File: config.mk
export PLATFORM = sky130hd
export DESIGN_NAME = game_countdown_timer
export DESIGN_NICKNAME = d
export VERILOG_FILES = /design/src/rtl/game_timer_pkg.sv /design/src/rtl/bcd_down_counter_2d.sv /design/src/rtl/game_countdown_timer.sv
export SDC_FILE = /design/constraint.sdc
export NUM_CORES = 1
export LEC_CHECK = 0
export CAP_MARGIN = 10
export CORE_ASPECT_RATIO = 0.75
export CORE_MARGIN = 3
export CORE_UTILIZATION = 55
export CTS_CLUSTER_SIZE = 30
export DETAILED_ROUTE_END_ITERATION = 6
export HOLD_SLACK_MARGIN = 0.02
export PLACE_DENSITY = 0.84
export SYNTH_ARGS = -nofsm -noshare
export SYNTH_HDL_FRONTEND = slang
export SYNTH_HIERARCHICAL = 1
export SYNTH_SLANG_ARGS = --single-unit
export TNS_END_PERCENT = 50
File: constraint.sdc
create_clock -name i_Clk -period 4.85 [get_ports i_Clk]
set_clock_uncertainty 0.1 [all_clocks]
set_input_delay 0.485 -clock i_Clk [delete_from_list [all_inputs] [get_ports i_Clk]]
set_output_delay 0.485 -clock i_Clk [all_outputs]
set_load 0.05 [all_outputs]
File: src/rtl/game_timer_pkg.sv
// Shared types and helpers for the two-digit BCD game countdown timer.
package game_timer_pkg;

    typedef enum logic [1:0] {
        ST_IDLE    = 2'd0,
        ST_RUN     = 2'd1,
        ST_PAUSE   = 2'd2,
        ST_EXPIRED = 2'd3
    } state_e;

    typedef logic [3:0] bcd_t;

    typedef struct packed {
        bcd_t tens;
        bcd_t ones;
    } bcd_pair_t;

    // Values above 99 are clamped so the digits can never leave 0..9.
    function automatic bcd_pair_t to_bcd(input int unsigned value);
        bcd_pair_t   r;
        int unsigned v;
        v      = (value > 99) ? 99 : value;
        r.tens = bcd_t'(v / 10);
        r.ones = bcd_t'(v % 10);
        return r;
    endfunction

endpackage

File: src/rtl/bcd_down_counter_2d.sv
// Two-digit BCD down counter with synchronous load; stops at 00.
module bcd_down_counter_2d
    import game_timer_pkg::*;
#(
    parameter bcd_pair_t RESET_VAL = '0
) (
    input  logic      clk_i,
    input  logic      rst_ni,
    input  logic      load_i,
    input  bcd_pair_t load_val_i,
    input  logic      dec_i,
    output bcd_t      tens_o,
    output bcd_t      ones_o,
    output logic      is_zero_next_o
);

    bcd_t tens_q, tens_d;
    bcd_t ones_q, ones_d;
    logic is_zero;

    assign is_zero = (tens_q == 4'd0) && (ones_q == 4'd0);

    always_comb begin
        tens_d = tens_q;
        ones_d = ones_q;
        if (load_i) begin
            tens_d = load_val_i.tens;
            ones_d = load_val_i.ones;
        end else if (dec_i && !is_zero) begin
            // Borrow from tens when ones wraps 0 -> 9.
            if (ones_q == 4'd0) begin
                ones_d = 4'd9;
                tens_d = tens_q - 4'd1;
            end else begin
                ones_d = ones_q - 4'd1;
            end
        end
    end

    always_ff @(posedge clk_i or negedge rst_ni) begin
        if (!rst_ni) begin
            tens_q <= RESET_VAL.tens;
            ones_q <= RESET_VAL.ones;
        end else begin
            tens_q <= tens_d;
            ones_q <= ones_d;
        end
    end

    assign tens_o         = tens_q;
    assign ones_o         = ones_q;
    assign is_zero_next_o = (tens_q == 4'd0) && (ones_q == 4'd1);

endmodule

File: src/rtl/game_countdown_timer.sv
// Game-loop seconds countdown: divider ticks accumulate into seconds, which
// decrement a BCD pair until 00, then a one-cycle expiry pulse is raised.
module game_countdown_timer
    import game_timer_pkg::*;
#(
    parameter int unsigned TICKS_PER_SECOND = 10,
    parameter int unsigned START_SECONDS    = 60
) (
    input  logic   i_Clk,
    input  logic   i_Rst_L,
    input  logic   i_Tick,
    input  logic   i_Start,
    input  logic   i_Pause,
    output bcd_t   o_Tens,
    output bcd_t   o_Ones,
    output logic   o_Running,
    output logic   o_Expired,
    output logic   o_Done,
    output state_e o_Dbg_State
);

    localparam int unsigned TICK_W =
        (TICKS_PER_SECOND > 1) ? $clog2(TICKS_PER_SECOND) : 1;
    localparam logic [TICK_W-1:0] TICK_MAX  = TICK_W'(TICKS_PER_SECOND - 1);
    localparam bcd_pair_t         START_BCD = to_bcd(START_SECONDS);

    state_e            state_q, state_d;
    logic [TICK_W-1:0] tick_cnt_q, tick_cnt_d;
    logic              running_q, running_d;
    logic              expired_q, expired_d;
    logic              done_q, done_d;

    logic ctr_load;
    logic ctr_dec;
    logic ctr_zero_next;

    bcd_down_counter_2d #(
        .RESET_VAL (START_BCD)
    ) u_digits (
        .clk_i          (i_Clk),
        .rst_ni         (i_Rst_L),
        .load_i         (ctr_load),
        .load_val_i     (START_BCD),
        .dec_i          (ctr_dec),
        .tens_o         (o_Tens),
        .ones_o         (o_Ones),
        .is_zero_next_o (ctr_zero_next)
    );

    always_comb begin
        state_d    = state_q;
        tick_cnt_d = tick_cnt_q;
        expired_d  = 1'b0;
        ctr_load   = 1'b0;
        ctr_dec    = 1'b0;

        if (i_Start) begin
            ctr_load   = 1'b1;
            tick_cnt_d = '0;
            state_d    = ST_RUN;
        end else begin
            case (state_q)
                ST_RUN: begin
                    // Tick is counted before a same-cycle pause; expiry overrides the pause.
                    if (i_Pause) begin
                        state_d = ST_PAUSE;
                    end
                    if (i_Tick) begin
                        if (tick_cnt_q == TICK_MAX) begin
                            tick_cnt_d = '0;
                            ctr_dec    = 1'b1;
                            if (ctr_zero_next) begin
                                state_d   = ST_EXPIRED;
                                expired_d = 1'b1;
                            end
                        end else begin
                            tick_cnt_d = tick_cnt_q + TICK_W'(1);
                        end
                    end
                end
                ST_PAUSE: begin
                    if (i_Pause) begin
                        state_d = ST_RUN;
                    end
                end
                default: ;
            endcase
        end

        running_d = (state_d == ST_RUN);
        done_d    = (state_d == ST_EXPIRED);
    end

    always_ff @(posedge i_Clk or negedge i_Rst_L) begin
        if (!i_Rst_L) begin
            state_q    <= ST_IDLE;
            tick_cnt_q <= '0;
            running_q  <= 1'b0;
            expired_q  <= 1'b0;
            done_q     <= 1'b0;
        end else begin
            state_q    <= state_d;
            tick_cnt_q <= tick_cnt_d;
            running_q  <= running_d;
            expired_q  <= expired_d;
            done_q     <= done_d;
        end
    end

    assign o_Running   = running_q;
    assign o_Expired   = expired_q;
    assign o_Done      = done_q;
    assign o_Dbg_State = state_q;

endmodule
==> results by stage, run 1 <==
STA:
- The final number of hold-violating endpoints is 0.
- Setup violations remaining at the end of the flow were counted as 0.
- The tightest slew margin relative to the limit is a little under half.
- For the pin with the worst max-slew slack, the measured transition is a little under 0.8 ns.
- Setup repair after global routing left no endpoint under its margin.
- The final period demand of the worst path is 2.79 ns.
- The count of pins over their slew limit is 0.
- Summed over all failing endpoints, the final setup total negative slack is 0 ns.
- In the finished design, the share of the clock period the worst path needs comes to 57.6%.
- The highest clock rate is approximately 0.36 GHz.

Setup path:
- The depth of the worst register-to-register path is 7.
- In this design, the largest share of critical-path delay is due to simple AND/OR/NAND/NOR gates.
- The cell at the slowest stage of the critical path is sky130_fd_sc_hd__clkdlybuf4s50_1.
- The worst register-to-register path has a setup slack of 2.23 ns.
- For the worst setup path, the data required time is ~5.0 ns.
- The largest single stage delay on the critical path is around 0.70 ns.
- The beginning of the worst register-to-register path is tick_cnt_q[1]$_DFFE_PN0P_.
- Walking the worst path, the cells encountered are clkdlybuf4s50_1, nor3_1, or4b_1, or4_1, a31oi_1.
- The endpoint of the most critical register-to-register path is u_digits/tens_o[0]$_DFFE_PN0P_.
- At the worst endpoint, the arrival time is a little under 3 ns.
- STA classifies the critical path endpoint as a register.
- The number of buffers and inverters on the critical path is 1.
- Of all nets on the critical path, the largest fanout is 19.
- The worst setup path is launched from an input pin.
- The critical path is of the in2reg type.

Job:
- Across the run, the number of max-cap violations was 0.

Synthesis:
- Of the synthesized area, sequential elements account for roughly two fifths.
- In the synthesized netlist the dominant register cell turns out to be sky130_fd_sc_hd__dfrtp_1.
- The async set-or-reset flop fraction in the synthesized netlist is 100%.
- sky130_fd_sc_hd__dfrtp_1 takes more of the synthesized area than any other cell.
- After synthesis, the mean cell area works out to 9.66 um^2.
- The netlist area before placement is 1030 um^2.
- The number of flops mapped to enable cells by yosys is 0.
- In the post-synthesis netlist, the biggest area contributors are sky130_fd_sc_hd__dfrtp_1 (36%), sky130_fd_sc_hd__ha_1 (6.1%), sky130_fd_sc_hd__dfstp_2 (5.1%), sky130_fd_sc_hd__mux2i_1 (2.9%), sky130_fd_sc_hd__inv_1 (2.5%).
- The synthesized design devotes to its leading area cell type ~36% of total area.
- The synthesis-stage register bit count is 17.
- The number of distinct library cells after synthesis is 43.
- The gate count of the mapped netlist is ~110.
- The Yosys step of the flow raised 6 warnings.

Placed design:
- The detailed placer's ending HPWL is approximately 1.6 mm.
- The number of input and output port buffers inserted is 17.
- The total placed cells including tap cells is between 100 and 150.
- The final weighted congestion in routability-driven placement is 0.846.

Pwr:
- The net load switching power is 0.231 mW.
- The power density of the placed cells is 416 nW/um^2.
- In this run, flip-flops and latches consume between 30% and 40% of the power.
- The clock share of power is 14.8%.
- The highest ir drop seen on vdd is just over 0.0004 V.
- Cell internal power was estimated by the tool at slightly below 0.3 mW.
- The combinational fraction of design power is 48.5%.
- In this run switching power makes up 44.1% of total power.
- In this run the static leakage power is ~0.56 nW.

Finish:
- The number of antenna diodes in the final layout is 0.
- After the last flow step, the layout net total stands at between 100 and 150.
- The fraction of layout instances using a drive strength above 1 is under 10%.
- The area growth from synthesis to layout is 22.0%.
- Leaving out fill and tap cells, the most frequent cell in the layout is sky130_fd_sc_hd__clkdlybuf4s50_1.
- The count of placed standard cells in the final layout, fillers left out is around 150.
- In the layout the commonest cells are sky130_fd_sc_hd__clkdlybuf4s50_1 (17), sky130_fd_sc_hd__dfrtp_1 (15), sky130_fd_sc_hd__conb_1 (8).

Min path:
- For hold timing, the worst endpoint is tick_cnt_q[1]$_DFFE_PN0P_.
- The worst hold-check path type is reg2reg.
- The hold path startpoint is tick_cnt_q[1]$_DFFE_PN0P_.
- The worst hold path passes through 2 cells.

Global route:
- The number of global-route vias before repair is approximately 750.
- The first global-routing pass estimated roughly 3.5 mm of wire.
- The overall routing resource usage is approximately 18%.
- Entering global routing, the biggest net connects 20 pins.
- The number of antenna violations at the first check in global routing is 0.
- The aggregate global routing overflow is 0.

CTS:
- The tree built by TritonCTS fans out to 17 sinks.
- CTS built an H-tree with a depth of 1.
- The number of buffers created by CTS is 3.
- The longest clock path from root to sink contains 2 buffers.
- In this run the clock root is driven by a sky130_fd_sc_hd__clkbuf_4.
- After clock tree synthesis, the clock-pin slew on the worst setup and hold paths is ~0.10 ns.
- TritonCTS built the clock tree.
- The source-to-sink clock delay at the later pin of the worst-skew pair is a little under 0.3 ns.
- In this run, post-CTS hold repair placed 0 buffers.
- The post-CTS setup buffer count is 0.
- The number of instances resized during post-cts repair is 0.

Die:
- The die is between 50 and 60 um wide.
- The site row count is 12.
- The initial utilization of the core area, before any placement, comes to a little under two thirds.
- The floorplan step defined a die boundary enclosing about 2400 um^2.
- The y dimension of the die is roughly 44 um.
- The area of the core is 1620 um^2.
- The I/O pin count is 18.

Run status:
- The flow ran to the end, and the final reports show no timing, DRC or antenna violations.

Detailed routing:
- The detail-routed net length per standard cell is 14.4 um.
- The first detailed-routing pass ran for 4 iterations.
- In the routed design, unresolved DRC markers number 0.
- The antenna violation net count after detailed routing is 0.
- The detailed-route wire length is 2.18 mm.
- The first routing iteration left 45 violations.
- The vias after detailed routing is about 890.
- The via-per-instance ratio is 5.90.
==> area by class of cell <==
| cell class | instances | area [um^2] |
|---|---|---|
| tap | 21 | 26.3 |
| timing repair buffer | 17 | 170 |
| sequential | 17 | 428 |
| clock buffer | 4 | 26.3 |
| multi-input combinational | 84 | 581 |
| inverter | 8 | 30.0 |
| fill | 116 | 360 |
==> flip-flops by register name, summed over array words and instances (netlist names) <==
name and flops:
o_Done 1, o_Dbg_State 2, o_Expired 1, o_Running 1
u_digits/tens_o 4, tick_cnt_q 4, u_digits/ones_o 4
==> synth_stat cells (2+ instances only) <==
cell type,n
sky130_fd_sc_hd__nor3b_1,3
sky130_fd_sc_hd__buf_2,2
sky130_fd_sc_hd__a2bb2oi_1,2
sky130_fd_sc_hd__nor2_1,5
sky130_fd_sc_hd__clkbuf_1,2
sky130_fd_sc_hd__nand2_1,6
sky130_fd_sc_hd__or4_1,3
sky130_fd_sc_hd__dfrtp_1,15
sky130_fd_sc_hd__ha_1,5
sky130_fd_sc_hd__nor3_1,2
sky130_fd_sc_hd__conb_1,2
sky130_fd_sc_hd__inv_1,7
sky130_fd_sc_hd__or3_1,2
sky130_fd_sc_hd__o21ai_0,5
sky130_fd_sc_hd__mux2i_1,3
sky130_fd_sc_hd__nand3_1,3
sky130_fd_sc_hd__or4b_1,2
sky130_fd_sc_hd__o31ai_1,2
sky130_fd_sc_hd__a31oi_1,3
sky130_fd_sc_hd__nor2b_1,3
sky130_fd_sc_hd__a21oi_1,5
sky130_fd_sc_hd__o22a_1,2
sky130_fd_sc_hd__or3b_1,2
sky130_fd_sc_hd__dfstp_2,2
==> logic make-up after synthesis <==
family	Yosys count	synth area share, %
and+or+nand+nor	40	24.8
AOI/OAI and AO/OA	28	19.5
DFF	17	41.4
buffers and inverters	12	4.60
adders and majority gates	5	6.05
muxes	3	2.91
other	2	0.727
==> layer usage <==
metal / share of wire [%] / global-route usage (%) / wire [um]
met5: 0 / 0 / 0
met4: 0.41 / 4.27 / 9
met1: 46 / 24.3 / 1010
met2: 47 / 29.1 / 1010
met3: 6.7 / 6.85 / 145
==> power groups by stage <==
| stage | registers (mW) | clock network (mW) | logic [mW] |
|---|---|---|---|
| finish | 0.192 | 0.0775 | 0.254 |
| global placement | 0.193 | 0 | 0.245 |
| CTS | 0.192 | 0.0794 | 0.255 |
| detailed placement | 0.195 | 0 | 0.254 |
| floorplan | 0.263 | 0 | 0.108 |
| global route | 0.196 | 0.0864 | 0.274 |
==> stage by stage <==
stage / hold slack (ns) / worst slack, ns / power (mW) / util (%) / cell area, um^2
finish: 0.476 / 2.06 / 0.524 / 77.8 / 1260
global route: 0.498 / 1.89 / 0.556 / 77.8 / 1260
CTS: 0.471 / 2.08 / 0.526 / 77.8 / 1260
detailed placement: 0.463 / 1.76 / 0.449 / 76.2 / 1230
global placement: 0.453 / 1.89 / 0.438 / 76.2 / 1230
floorplan: 0.0894 / 2.23 / 0.371 / - / 1060
==> worst min-delay path, delay by kind of cell, from the launching register on <==
kind	cells	cell delay, ns
AO/OA/AOI/OAI	1	0.05
flip-flops	1	0.42
AND/OR/NAND/NOR	1	0.07
==> worst max path at each step <==
stage / slack [ns] / depth (start not counted) / end / startpoint
finish: 2.06 / 5 / u_digits/tens_o[0]$_DFFE_PN0P_ / i_Start
global route: 1.89 / 5 / u_digits/tens_o[0]$_DFFE_PN0P_ / i_Start
CTS: 2.08 / 5 / u_digits/tens_o[0]$_DFFE_PN0P_ / i_Start
detailed placement: 1.76 / 5 / u_digits/tens_o[0]$_DFFE_PN0P_ / i_Start
global placement: 1.89 / 5 / u_digits/tens_o[0]$_DFFE_PN0P_ / i_Start
floorplan: 2.23 / 7 / u_digits/tens_o[0]$_DFFE_PN0P_ / o_Dbg_State[0]$_DFF_PN0_
No activity file was read; power rests on OpenSTA's default activity.
==> inputs of run 2 (changes only) <==
--- a/config.mk
+++ b/config.mk
@@ -8,11 +8,11 @@
 export CAP_MARGIN = 10
 export CORE_ASPECT_RATIO = 0.75
 export CORE_MARGIN = 3
-export CORE_UTILIZATION = 55
+export CORE_UTILIZATION = 51
 export CTS_CLUSTER_SIZE = 30
 export DETAILED_ROUTE_END_ITERATION = 6
 export HOLD_SLACK_MARGIN = 0.02
-export PLACE_DENSITY = 0.84
+export PLACE_DENSITY = 0.78
 export SYNTH_ARGS = -nofsm -noshare
 export SYNTH_HDL_FRONTEND = slang
 export SYNTH_HIERARCHICAL = 1
==> constraint.sdc (replaced) <==
create_clock -name i_Clk -period 2.6 [get_ports i_Clk]
set_clock_uncertainty 0.1 [all_clocks]
set_input_delay 0.26 -clock i_Clk [delete_from_list [all_inputs] [get_ports i_Clk]]
set_output_delay 0.26 -clock i_Clk [all_outputs]
set_load 0.05 [all_outputs]
==> run 2 against run 1 <==
Compared with the run above: setup slack got worse by 1.9 ns; largest cell class unchanged; total power increased by 84%; final area increased by 3.2%; first-iteration DRC count decreased by 58%; flip-flop and latch count unchanged; critical endpoint unchanged; via count decreased by 2.4%; critical path type is now reg2reg; register-to-register slack got worse by 2.0 ns; global-route usage increased by 0.33 points.
==> results by stage, run 2 (synthesis results as in run 1) <==
CTS:
- The number of buffers created by CTS is 3 (unchanged).
- TritonCTS built the clock tree.
- The deepest clock path buffer count was 2 (unchanged).
- The source-to-sink clock delay at the later pin of the worst-skew pair is 0.29 ns (about the same).
- The post-CTS setup buffer count is 0 (unchanged).
- The clock root buffer master is sky130_fd_sc_hd__clkbuf_4.
- The CTS sink count is 17 (unchanged).
- The register clock-pin slew on the reported worst setup and hold paths is 0.09 ns (about the same).
- The hold buffer count at CTS came to 0 (unchanged).
- The H-tree depth is 1 (unchanged).
- The number of instances resized during post-cts repair is 0 (unchanged).

Placed design:
- The final weighted congestion in routability-driven placement is 0.851 (+0.59%).
- The post-detailed-placement cell area is 1270 um^2 (+3.2%).
- The number of input and output port buffers inserted is 17 (unchanged).
- The detailed placer's ending HPWL is 1.56 mm (-1.7%).

Setup path:
- The startpoint type of the worst setup path is a register.
- The data arrival time of the critical path came to 2.51 ns (-0.40 ns).
- The number of buffers and inverters on the critical path is 1 (unchanged).
- The start point of the critical path is tick_cnt_q[1]$_DFFE_PN0P_.
- The highest cell delay on the worst timing path was 0.57 ns (-0.13 ns).
- In this run the critical register-to-register path is launched from tick_cnt_q[1]$_DFFE_PN0P_.
- The cell family with the largest share of critical-path delay is simple AND/OR/NAND/NOR gates.
- The data required time at the worst endpoint came to 2.71 ns (-2.26 ns).
- STA classifies the critical path endpoint as a register.
- The category of the most critical setup path is reg2reg.
- The signal on the critical path passes through inv_1, ha_1, nand3b_4, nor3_1, or4b_1, or4_1, a31oi_1.
- The maximum fanout encountered on the critical timing path is 6 (-13).
- The largest individual stage delay along the critical path comes from the cell sky130_fd_sc_hd__or4b_1.

Job:
- The max-capacitance violation count was 0 (unchanged).

Global route:
- The number of antenna violations at the first check in global routing came to 0 (unchanged).
- The wire length of the first global-routing pass came to 3.63 mm (+4.8%).
- The number of global-route vias before repair is 782 (+4.4%).
- The aggregate global routing overflow is 0 (unchanged).
- The overall routing resource usage was 18.8% (+0.33 points).
- The pin count of the biggest net entering global routing is 19 (-5.0%).

Pwr:
- The power density of the placed cells is 742 nW/um^2 (+78%).
- The leakage power figure is 0.580 nW (+4.3%).
- The total power consumption of the routed design is 0.965 mW (+84%).
- The highest ir drop seen on vdd is 0.000630 V (+52%).

Finish:
- The final design instance area without fill is 1300 um^2 (+3.2%).
- The register area was 429 um^2 (+0.29%).
- The final layout net count is 146 (+3.5%).
- The leading cell type in the layout, fill and taps excluded is sky130_fd_sc_hd__clkdlybuf4s50_1.
- The top cell types in the final layout, fill and taps aside, are sky130_fd_sc_hd__clkdlybuf4s50_1 (17), sky130_fd_sc_hd__dfrtp_1 (14), sky130_fd_sc_hd__conb_1 (8).
- The fraction of layout instances using a drive strength above 1 is 11.9% (+4.2 points).
- Relative to the synthesized area, the layout overhead comes to 25.9%.
- The antenna diode count is 0 (unchanged).
- The number of filler cells placed in the layout came to 155 (+34%).
- The multi-input logic area is 581 um^2 (unchanged).

Detailed routing:
- The detail-routed net length per standard cell is 13.4 um (-7.0%).
- The total routed wire length on the met1 layer is 1.05 mm (+3.8%).
- The detailed route wirelength on metal3 is 128 um (-12%).
- The antenna violation net count after detailed routing is 0 (unchanged).
- The total length of routed met2 wires is 903 um (-11%).
- In this run the top signal layer used is met4.
- The via-per-instance ratio was 5.54 (-6.1%).
- The detailed-route wire length was 2.10 mm (-3.3%).
- The DRC violations left was 0 (unchanged).
- The vias after detailed routing is 870 (-2.4%).
- The detailed router's first-iteration violation count is 19 (-58%).
- The length of the first detailed-routing pass in iterations is 5 (+1).

STA:
- The count of pins over their slew limit is 0 (unchanged).
- The final count of negative-setup-slack endpoints is 0 (unchanged).
- The final number of hold-violating endpoints came to 0 (unchanged).
- Counting I/O delays and the setup requirement, the final critical path takes 2.40 ns.
- The aggregate negative setup slack is 0 ns (unchanged).
- The tightest slew margin relative to the limit is 50.9% (+3.4 points).
- The actual slew at the worst max-slew pin came to 0.735 ns (-0.0520 ns).
- Setup repair after global routing left no endpoint under its margin.
- The highest clock rate is ~0.42 GHz.
- The final clock period utilization by the worst path is 92.4%.

Run status:
- The flow ran to the end, and the final reports show no timing, DRC or antenna violations.

Die:
- The width of the die is 58.0 um (+3.4%).
- The I/O pin count is 18 (unchanged).
- The y dimension of the die is 45.0 um (+3.3%).
- The area of the core is 1820 um^2 (+12%).
- The site row count is 13 (+1).
- The die outline area was 2610 um^2 (+6.9%).
- The initial cell density of the core is 56.7% (-7.0 points).

Min path:
- The worst hold-check path type is in2async.
==> run 2: cell types whose count changed in the layout (fill, tap and decap cells not counted), sizes merged <==
cell	previous run	this run
buf	0	5
==> run 2: worst paths after layout <==
path	slack [ns]	endpoint	cells after the start
max	0.20	u_digits/tens_o[0]$_DFFE_PN0P_	7
min	0.30	o_Done$_DFF_PN0_	1
max reg2reg	0.20	u_digits/tens_o[0]$_DFFE_PN0P_	7
min reg2reg	0.48	tick_cnt_q[1]$_DFFE_PN0P_	2
max in group asynchronous	1.60	o_Dbg_State[0]$_DFF_PN0_	1
min in group i_Clk	0.48	tick_cnt_q[1]$_DFFE_PN0P_	2
==> run 2: worst register-to-register path, delay by kind of cell (launching register included) <==
kind,cells,cell delay (ns)
AO/OA/AOI/OAI,1,0.18
buffers and inverters,1,0.07
AND/OR/NAND/NOR,4,1.34
flip-flops,1,0.42
adder cells (fa/ha/maj),1,0.23
==> run 2: layer usage <==
layer / vias to the layer above / track usage (%)
met3: 5 / 6.57
met4: 0 / 8.80
li1: 437 / -
met2: 26 / 25.7
met1: 402 / 26.4
met5: - / 0
==> run 2: per-stage QoR <==
stage	setup WS (ns)	cells	hold slack (ns)	utilization, %
finish	0.198	157	0.300	71.4
global route	0.0134	157	0.348	71.4
CTS	0.208	157	0.329	71.4
detailed placement	0.193	153	0.468	70.0
global placement	0.246	153	0.465	70.0
floorplan	0.0581	113	-0.136	-
==> run 2: cell type report <==
| type | instances | share of cell area, % |
|---|---|---|
| timing repair buffer | 22 | 16.0 |
| multi-input combinational | 84 | 44.6 |
| tap | 22 | 2.12 |
| inverter | 8 | 2.31 |
| sequential | 17 | 33.0 |
| clock buffer | 4 | 2.02 |
==> run 2: report_power, final <==
| group | switching (mW) | total [mW] | internal, mW | leakage (nW) |
|---|---|---|---|---|
| combinational | 0.293 | 0.470 | 0.177 | 0.358 |
| sequential | 0.0437 | 0.358 | 0.314 | 0.206 |
| clock | 0.0772 | 0.137 | 0.0597 | 0.0150 |
| total | 0.414 | 0.965 | 0.551 | 0.580 |
==> inputs of run 3 (changes only) <==
--- a/config.mk
+++ b/config.mk
@@ -9,10 +9,10 @@
 export CORE_ASPECT_RATIO = 0.75
 export CORE_MARGIN = 3
 export CORE_UTILIZATION = 51
-export CTS_CLUSTER_SIZE = 30
 export DETAILED_ROUTE_END_ITERATION = 6
 export HOLD_SLACK_MARGIN = 0.02
 export PLACE_DENSITY = 0.78
+export RECOVER_POWER = 25
 export SYNTH_ARGS = -nofsm -noshare
 export SYNTH_HDL_FRONTEND = slang
 export SYNTH_HIERARCHICAL = 1
==> run 3 against run 2 <==
Compared with the run above: first-iteration DRC count unchanged; count of clock-buffer cells in the layout stayed put; wire length is the same; total power about the same; clock power barely moved; largest cell class unchanged; largest power group unchanged.
==> results by stage, run 3 (synthesis results as in run 1) <==
Pwr:
- The total power consumption of the routed design is 0.965 mW (about the same).
- The power density of the placed cells was 741 nW/um^2 (about the same).
- The highest ir drop seen on vdd is 0.000630 V (about the same).
- The leakage power figure was 0.580 nW (about the same).

STA:
- Setup repair after global routing left no endpoint under its margin.
- The count of pins over their slew limit is 0 (unchanged).
- The final clock period utilization by the worst path came to 92.4% (unchanged).
- The final period demand of the worst path is 2.40 ns (unchanged).
- The highest clock rate is 0.416 GHz (unchanged).
- The final number of hold-violating endpoints was 0 (unchanged).
- The aggregate negative setup slack was 0 ns (unchanged).
- The final count of negative-setup-slack endpoints is 0 (unchanged).
- The actual slew at the worst max-slew pin was 0.742 ns (+0.00722 ns).
- The tightest slew margin relative to the limit is 50.4% (-0.49 points).
- The setup slack after layout is 0.198 ns (unchanged).
- The hold slack was 0.369 ns (+0.0698 ns).

Global route:
- The pin count of the biggest net entering global routing was 19 (unchanged).
- The aggregate global routing overflow is 0 (unchanged).
- The number of antenna violations at the first check in global routing came to 0 (unchanged).
- The number of global-route vias before repair was 782 (unchanged).
- The overall routing resource usage came to 18.8% (unchanged).
- The wire length of the first global-routing pass is 3.63 mm (unchanged).

Detailed routing:
- The length of the first detailed-routing pass in iterations is 5 (unchanged).
- The detailed-route wire length came to 2.10 mm (unchanged).
- The vias after detailed routing is 870 (unchanged).
- The antenna violation net count after detailed routing is 0 (unchanged).
- The via-per-instance ratio was 5.54 (unchanged).
- The DRC violations left is 0 (unchanged).
- The detail-routed net length per standard cell is 13.4 um (unchanged).
- The detailed router's first-iteration violation count is 19 (unchanged).

Setup path:
- The depth of the critical timing path with buffers and inverters included is 7 (unchanged).
- By startpoint and endpoint, the worst setup path is classified as reg2reg.
- The cell family with the largest share of critical-path delay is simple AND/OR/NAND/NOR gates.
- The data arrival time of the critical path was 2.51 ns (about the same).
- The number of buffers and inverters on the critical path is 1 (unchanged).
- The highest cell delay on the worst timing path is 0.57 ns (about the same).
- Tracing the worst setup path back leads to its startpoint at tick_cnt_q[1]$_DFFE_PN0P_.
- The data required time at the worst endpoint came to 2.71 ns (about the same).
- The endpoint of the most critical register-to-register path is u_digits/tens_o[0]$_DFFE_PN0P_.
- The depth of the worst register-to-register path is 7 (unchanged).
- The beginning of the worst register-to-register path is tick_cnt_q[1]$_DFFE_PN0P_.
- The startpoint type of the worst setup path is a register.
- The capture point of the critical path is u_digits/tens_o[0]$_DFFE_PN0P_.
- The signal on the critical path passes through inv_1, ha_1, nand3b_4, nor3_1, or4b_1, or4_1, a31oi_1.
- The setup slack on the worst flop-to-flop path came to 0.20 ns (about the same).
- The maximum fanout encountered on the critical timing path is 6 (unchanged).
- STA classifies the critical path endpoint as a register.
- The cell at the slowest stage of the critical path is sky130_fd_sc_hd__or4b_1.

Finish:
- The library cells used most frequently in the layout, excluding fill and tap cells, are sky130_fd_sc_hd__clkdlybuf4s50_1 (16), sky130_fd_sc_hd__dfrtp_1 (14), sky130_fd_sc_hd__conb_1 (8).
- The fraction of layout instances using a drive strength above 1 is 11.9% (unchanged).
- The count of placed standard cells in the final layout, fillers left out is 157 (unchanged).
- The multi-input logic area was 581 um^2 (unchanged).
- The register area is 429 um^2 (unchanged).
- The library cell used most frequently in the layout, excluding fill and tap cells, is sky130_fd_sc_hd__clkdlybuf4s50_1.
- The final layout net count is 146 (unchanged).
- The number of filler cells placed in the layout came to 155 (unchanged).
- The area overhead of the layout relative to synthesis came to 25.9% (unchanged).
- The antenna diode count is 0 (unchanged).

CTS:
- The number of buffers created by CTS was 3 (unchanged).
- The hold buffer count at CTS was 0 (unchanged).
- The deepest clock path buffer count is 2 (unchanged).
- The tree is rooted in a sky130_fd_sc_hd__clkbuf_4.
- The number of instances resized during post-cts repair was 0 (unchanged).
- The post-CTS setup buffer count is 0 (unchanged).
- The source-to-sink clock delay at the later pin of the worst-skew pair is 0.29 ns (about the same).
- The H-tree depth is 1 (unchanged).
- TritonCTS built the clock tree.
- The CTS sink count is 17 (unchanged).
- The register clock-pin slew on the reported worst setup and hold paths came to 0.09 ns (about the same).

Die:
- The width of the die is 58.0 um (unchanged).
- The die outline area came to 2610 um^2 (unchanged).
- The area of the core was 1820 um^2 (unchanged).
- The site row count is 13 (unchanged).
- The y dimension of the die is 45.0 um (unchanged).
- The I/O pin count is 18 (unchanged).
- The initial cell density of the core was 56.7% (unchanged).

Placed design:
- The final weighted congestion in routability-driven placement came to 0.851 (unchanged).
- The total placed cells including tap cells is 153 (unchanged).
- The minimum setup slack after placement is 0.193 ns (unchanged).
- The detailed placer's ending HPWL is 1.56 mm (unchanged).
- The number of input and output port buffers inserted is 17 (unchanged).

Run status:
- The flow ran to the end, and the final reports show no timing, DRC or antenna violations.

Min path:
- The min-delay analysis places its worst path in the category in2async.

Job:
- The max-capacitance violation count is 0 (unchanged).
[run 3: stage by stage]
stage / area (um^2) / utilization [%]
after floorplan: 1060 / -
after global placement: 1270 / 70.0
after detailed placement: 1270 / 70.0
after CTS: 1300 / 71.4
after global routing: 1300 / 71.4
final: 1300 / 71.4
[run 3: cell type report]
cell class / instances / area share (%)
Tap cell: 22 / 2.12
Clock buffer: 4 / 2.02
Sequential cell: 17 / 33.0
Inverter: 8 / 2.31
Timing Repair Buffer: 22 / 16.0
Multi-Input combinational cell: 84 / 44.6
[run 3: power by group]
part           total (mW)  internal, mW  switching (mW)
logic               0.470         0.177           0.293
registers           0.358         0.314          0.0437
clock network       0.137        0.0597          0.0772
total               0.965         0.551           0.414
[run 3: per-layer routing]
| metal | up-vias | wire, um | track usage, % |
|---|---|---|---|
| li1 | 437 | - | - |
| met1 | 402 | 1050 | 26.4 |
| met2 | 26 | 903 | 25.7 |
| met3 | 5 | 127 | 6.57 |
| met4 | 0 | 26 | 8.80 |
| met5 | - | 0 | 0 |
[run 3: worst min path at each step]
stage	slack, ns	end	start	depth (start not counted)
2_1_floorplan	-0.14	o_Dbg_State[0]$_DFF_PN0_	i_Rst_L	0
3_3_place_gp	0.46	tick_cnt_q[1]$_DFFE_PN0P_	tick_cnt_q[1]$_DFFE_PN0P_	2
3_5_place_dp	0.47	tick_cnt_q[1]$_DFFE_PN0P_	tick_cnt_q[1]$_DFFE_PN0P_	2
4_1_cts	0.33	o_Done$_DFF_PN0_	i_Rst_L	1
5_1_grt	0.42	tick_cnt_q[0]$_DFFE_PN0P_	i_Rst_L	1
6_report	0.37	o_Done$_DFF_PN0_	i_Rst_L	1
